## src/rtl/sklansky_seq_add.sv

```systemverilog
// sklansky_seq_add: multi-word adder sequencer around one shared 6-bit
// Sklansky prefix adder. It adds two 6*WORDS-bit operands and a carry-in,
// one 6-bit word per cycle, starting with the least significant word.
// When a word is entered with a pending carry, a second pass adds 1 to the
// partial sum, because the shared adder has no carry-in.
//
// Ports:
//   clk      rising-edge clock
//   rst      synchronous active-high reset
//   start    request, sampled only while ready=1
//   a_in     operand A (W bits), latched on an accepted start
//   b_in     operand B (W bits), latched on an accepted start
//   cin      carry-in, latched on an accepted start
//   ready    high in IDLE only
//   busy     high in ADD, INC and DONE
//   done     one-cycle pulse, result valid
//   sum_out  result (W bits), held from done until the next accepted start
//   cout     carry-out, held like sum_out

// sklansky_all: 6-bit combinational Sklansky prefix adder without carry-in.
//   a, b  6-bit addends
//   s     6-bit sum
//   c6    carry out of bit 5
module sklansky_all (
    input  logic [5:0] a,
    input  logic [5:0] b,
    output logic [5:0] s,
    output logic       c6
);
    // One prefix level. For each bit whose bit 'lvl' is set, merge its
    // (g,p) with the group ending just below its aligned 2^lvl block.
    function automatic logic [11:0] sk_level(input logic [5:0] g,
                                             input logic [5:0] p,
                                             input int unsigned lvl);
        logic [5:0] gn;
        logic [5:0] pn;
        int unsigned j;
        gn = g;
        pn = p;
        for (int unsigned i = 0; i < 6; i++) begin
            if (((i >> lvl) & 1) == 1) begin
                j     = ((i >> lvl) << lvl) - 1;
                gn[i] = g[i] | (p[i] & g[j]);
                pn[i] = p[i] & p[j];
            end
        end
        return {pn, gn};
    endfunction

    logic [5:0]  g0, p0;
    logic [11:0] gp1, gp2, gp3;

    assign g0  = a & b;
    assign p0  = a ^ b;
    assign gp1 = sk_level(g0, p0, 0);
    assign gp2 = sk_level(gp1[5:0], gp1[11:6], 1);
    assign gp3 = sk_level(gp2[5:0], gp2[11:6], 2);

    // gp3[5:0] holds the group generate from bit 0 to each bit.
    assign s  = p0 ^ {gp3[4:0], 1'b0};
    assign c6 = gp3[5];
endmodule

module sklansky_seq_add #(
    parameter int WORDS = 4
) (
    input  logic              clk,
    input  logic              rst,
    input  logic              start,
    input  logic [6*WORDS-1:0] a_in,
    input  logic [6*WORDS-1:0] b_in,
    input  logic              cin,
    output logic              ready,
    output logic              busy,
    output logic              done,
    output logic [6*WORDS-1:0] sum_out,
    output logic              cout
);
    localparam int W  = 6 * WORDS;
    localparam int IW = (WORDS > 1) ? $clog2(WORDS) : 1;

    typedef enum logic [1:0] {S_IDLE, S_ADD, S_INC, S_DONE} state_t;

    state_t          state_q, state_d;
    logic [W-1:0]    a_q, a_d;
    logic [W-1:0]    b_q, b_d;
    logic [W-1:0]    sum_q, sum_d;
    logic            carry_q, carry_d;
    logic            c1_q, c1_d;
    logic            cout_q, cout_d;
    logic [IW-1:0]   idx_q, idx_d;

    logic [31:0]     woff;
    logic [5:0]      add_a, add_b, add_s;
    logic            add_c6;
    logic            last_word;

    assign woff      = 32'(idx_q) * 32'd6;
    assign last_word = (idx_q == IW'(WORDS - 1));

    // Shared adder: the INC pass adds 1 to the partial sum of the same word.
    always_comb begin
        if (state_q == S_INC) begin
            add_a = sum_q[woff +: 6];
            add_b = 6'd1;
        end else begin
            add_a = a_q[woff +: 6];
            add_b = b_q[woff +: 6];
        end
    end

    sklansky_all u_add (
        .a  (add_a),
        .b  (add_b),
        .s  (add_s),
        .c6 (add_c6)
    );

    always_ff @(posedge clk) begin
        if (rst) begin
            state_q <= S_IDLE;
            a_q     <= '0;
            b_q     <= '0;
            sum_q   <= '0;
            carry_q <= 1'b0;
            c1_q    <= 1'b0;
            cout_q  <= 1'b0;
            idx_q   <= '0;
        end else begin
            state_q <= state_d;
            a_q     <= a_d;
            b_q     <= b_d;
            sum_q   <= sum_d;
            carry_q <= carry_d;
            c1_q    <= c1_d;
            cout_q  <= cout_d;
            idx_q   <= idx_d;
        end
    end

    always_comb begin
        state_d = state_q;
        a_d     = a_q;
        b_d     = b_q;
        sum_d   = sum_q;
        carry_d = carry_q;
        c1_d    = c1_q;
        cout_d  = cout_q;
        idx_d   = idx_q;
        case (state_q)
            S_IDLE: begin
                if (start) begin
                    a_d     = a_in;
                    b_d     = b_in;
                    carry_d = cin;
                    idx_d   = '0;
                    sum_d   = '0;
                    cout_d  = 1'b0;
                    state_d = S_ADD;
                end
            end
            S_ADD: begin
                sum_d[woff +: 6] = add_s;
                c1_d             = add_c6;
                if (carry_q) begin
                    state_d = S_INC;
                end else begin
                    carry_d = add_c6;
                    if (last_word) begin
                        cout_d  = add_c6;
                        state_d = S_DONE;
                    end else begin
                        idx_d = idx_q + IW'(1);
                    end
                end
            end
            S_INC: begin
                // Pass-1 carry and +1 carry are mutually exclusive (max 62+1).
                sum_d[woff +: 6] = add_s;
                carry_d          = c1_q | add_c6;
                if (last_word) begin
                    cout_d  = c1_q | add_c6;
                    state_d = S_DONE;
                end else begin
                    idx_d   = idx_q + IW'(1);
                    state_d = S_ADD;
                end
            end
            S_DONE: begin
                state_d = S_IDLE;
            end
            default: begin
                state_d = S_IDLE;
            end
        endcase
    end

    assign ready   = (state_q == S_IDLE);
    assign busy    = (state_q != S_IDLE);
    assign done    = (state_q == S_DONE);
    assign sum_out = sum_q;
    assign cout    = cout_q;
endmodule

```

## config.mk

```make
export PLATFORM = sky130hd
export DESIGN_NAME = sklansky_seq_add
export DESIGN_NICKNAME = d
export VERILOG_FILES = /design/src/rtl/sklansky_seq_add.sv
export SDC_FILE = /design/constraint.sdc
export NUM_CORES = 1
export LEC_CHECK = 0
export CORE_ASPECT_RATIO = 2
export CORE_MARGIN = 1.5
export CORE_UTILIZATION = 40
export DETAILED_ROUTE_END_ITERATION = 10
export PLACE_DENSITY = 0.61
export SYNTH_ARGS = -nofsm -noshare
export SYNTH_HDL_FRONTEND = slang
export SYNTH_SLANG_ARGS = --single-unit
export TNS_END_PERCENT = 10
```

## constraint.sdc

```tcl
create_clock -name clk -period 4.6 [get_ports clk]
set_input_delay 0.92 -clock clk [delete_from_list [all_inputs] [get_ports clk]]
set_output_delay 0.92 -clock clk [all_outputs]
set_load 0.005 [all_outputs]
```

==> impl_metrics.yaml <==
critical_path:
  crit_path_end_kind: "register"
  worst-setup-path-type: "reg2reg"
  start_kind: "register"
  reg2reg_from: "state_q[0]"
  arrival_ns: 4.42
  crit_path_max_fanout: 16
  critPathRequiredTime_ns: 4.89
  critPathLaunch: "state_q[0]"
  worstRegToRegCells: 16
clock_tree:
  cts_made_buffers: 9
  cts_setup_buffers: 0
  clk_pin_slew_ns: 0.06
  cts_tree: "built"
  clk_latency_ns: 0.35
  cts-htree-levels: 3
  cts_buffer_depth: 2
  cts_sinks: 79
  cts-resized-gates: 0
  cts-hold-fix-buffers: 0
  cts_root_buf: "clkbuf_16"
synth:
  synth_cell_type_count: 60
  synth_top_area_share: 0.3829
  syn_nets: 556
  synth_edf_count: 0
  ys_ff_latch: 79
  syn_area_sq_mm: 0.004130
  synthFlopType: "dfxtp_1"
  syn_avg_cell_area_sq_um: 8.498
  synth-seq-area-share: 0.3829
  synth_area_leaders: "dfxtp_1 (38%), nand2_1 (12%), mux4_2 (8.7%)"
  synthArstFlopShare: 0
  syn_inst: 486
  yosysWarnings: 0
  synth_top_cell_by_area: "dfxtp_1"
floorplanning:
  core_sq_mm: 0.01008
  num_rows: 52
  die_x_microns: 74.85
  die_y_microns: 146.7
  top_level_ports: 80
  die-area_sq_mm: 0.01098
  start_util: 0.4096
detailed_routing:
  drc_errors: 0
  ant_nets: 0
  drtIter0Drc: 132
  routed_via_density: 5.324
  wl_per_cell_microns: 17.47
  num_vias: 3679
  dr.pass1.iters: 4
  routed_wl_microns: 12070
final_layout:
  n_fill_cell: 964
  n_antenna_cell: 0
  synthToLayoutAreaGrowth_pct: 28.29
  drive_above_1_share: 0.08813
  fin_nets: 622
grt:
  grt.total_usage: 0.2329
  grt_max_degree: 53
  grt_pass1_vias: 3664
  antenna_found_initial: 0
  grt_pass1_wl_microns: 18840
  gr-total-overflow: 0
hold_path:
  min_from: "b_q[17]"
  min_path_cells: 2
  min_path_type: "reg2reg"
power_and_ir_drop:
  p_seq_frac: 0.356
  p_leak_nw: 1.969
  pwr-share-comb: 0.300
  netSwitchingFraction: 0.3253
  clockPowerShare: 0.344
  switchingPower_mw: 0.7305
  power-per-cell-area_mw_per_mm2: 423.8
  p_int_mw: 1.515
  ir_drop_v: 0.0002775
sta:
  setup_violations: 0
  rsz0062_at_grt: "no"
  finalCritPeriodShare: 0.8971
  whs_ns: 0.4524
  drv_slew: 0
  max_slew.worst_pin.slew_ns: 0.9073
  min_period_ns: 4.126
  fin_setup_tns_ns: 0
  skew_ns: 0.006940
  finalHoldViolCount: 0
  slew_headroom: 0.3937
  clock.fmax_mhz: 242.3
placed_design:
  portBuffers: 79
  finalWeightedCongestion: 0.9726
  hpwl_microns: 9307
outcome:
  status: "complete, no violations"
run:
  max_cap_violations: 0
## synthesized netlist by cell type (2+ instances only)
cell and n:
nor2b_1 6, nor2_1 26, nand2_1 131, dfxtp_1 79, o31ai_1 2, and3b_1 2, and2b_1 2, buf_1 3
a22o_1 10, a22oi_1 6, mux4_2 16, ha_1 15, mux2i_1 2, and2_1 2, buf_2 11, nand4_1 2
nor3_1 2, buf_4 3, inv_1 10, nand2b_1 12, nand3b_1 4, clkbuf_1 11, a31oi_1 3, nand4b_1 2
fa_1 3, a311oi_1 2, nor3b_1 2, buf_6 3, a211oi_1 2, nand3_1 5, o21ai_0 11, mux2_2 2
a21oi_1 67
## kinds of logic after synthesis
| family | count (synthesis) | synth area share |
|---|---|---|
| muxes | 22 | 0.1075 |
| DFF | 79 | 0.3829 |
| buffers and inverters | 43 | 0.05089 |
| AOI/OAI and AO/OA | 114 | 0.1651 |
| and+or+nand+nor | 208 | 0.2293 |
| xor gates and xnor gates | 2 | 0.004242 |
| adders and majority gates | 18 | 0.05998 |
## layer usage
layer	vias to the layer above	routed length, microns	share of wire	global-route usage
met5	-	0	0	0
met4	0	527	0.044	0.1145
met3	31	380	0.031	0.04184
met2	96	6808	0.56	0.4310
met1	1728	4354	0.36	0.2362
li1	1824	-	-	-
## area by class of cell
class	instances	area (sq um)	area share
well taps	135	168.9	0.03188
multi-input cells	364	2338	0.4413
repair buffers	87	845.8	0.1596
clock inverters	5	82.58	0.01558
inverters	11	41.29	0.007792
clock buffers	10	239.0	0.04510
flip-flops and latches	79	1583	0.2987
## path summary, 6_finish.rpt
| path | to | slack (ns) |
|---|---|---|
| setup reg to reg | sum_out[23] | 0.47 |
| setup / recovery | sum_out[23] | 0.47 |
| hold reg to reg | b_q[17] | 0.45 |
| hold / removal | b_q[17] | 0.45 |
## critical path: stages (launching register included)
cell and delay [ns]:
dfxtp_1 0.34, inv_1 0.12, ha_1 0.76, mux4_2 0.42
nand2_1 0.08, nand2_1 0.06, ha_1 0.19, inv_1 0.07
fa_1 0.20, nand2b_1 0.14, nand2b_1 0.06, a21o_1 0.18
fa_1 0.37, xor2_1 0.51, nand2b_1 0.12, a31oi_1 0.29
a22o_1 0.17
## placed cells by master (no fill, tap or decap), drive strengths merged, types with 4 or more instances in the layout
| master | instances |
|---|---|
| nand2 | 131 |
| dfxtp | 79 |
| clkdlybuf4s50 | 78 |
| a21oi | 67 |
| nor2 | 26 |
| mux4 | 17 |
| ha | 15 |
| nand2b | 12 |
| o21ai | 11 |
| inv | 10 |
| a22o | 10 |
| clkbuf | 10 |
| buf | 9 |
| nor2b | 6 |
| a22oi | 6 |
| nand3 | 5 |
| nand3b | 4 |
## power groups by stage
stage	logic [mW]	registers [mW]	clock network [mW]
floorplan	0.492	0.785	0
global placement	0.669	0.814	0
detailed placement	0.674	0.816	0
CTS	0.677	0.801	0.780
global route	0.740	0.809	0.811
finish	0.674	0.800	0.772
## per-stage QoR
stage / std cells / area [sq um] / power, mW / utilization / setup WS, ns
2_1_floorplan: 486 / 4130 / 1.277 / - / 1.256
3_5_place_dp: 676 / 4977 / 1.491 / 0.4935 / 0.5444
5_1_grt: 691 / 5299 / 2.359 / 0.5254 / 0.1973
4_1_cts: 691 / 5299 / 2.258 / 0.5254 / 0.5065
3_3_place_gp: 676 / 4977 / 1.483 / 0.4935 / 0.6226
6_report: 691 / 5299 / 2.246 / 0.5254 / 0.4735
## registers in the layout, summed over array words and instances (netlist names)
| signal | count |
|---|---|
| a_q | 24 |
| b_q | 24 |
| c1_q | 1 |
| carry_q | 1 |
| cout | 1 |
| idx_q | 2 |
| state_q | 2 |
| sum_out | 24 |
(Power assumes the default switching activity.)
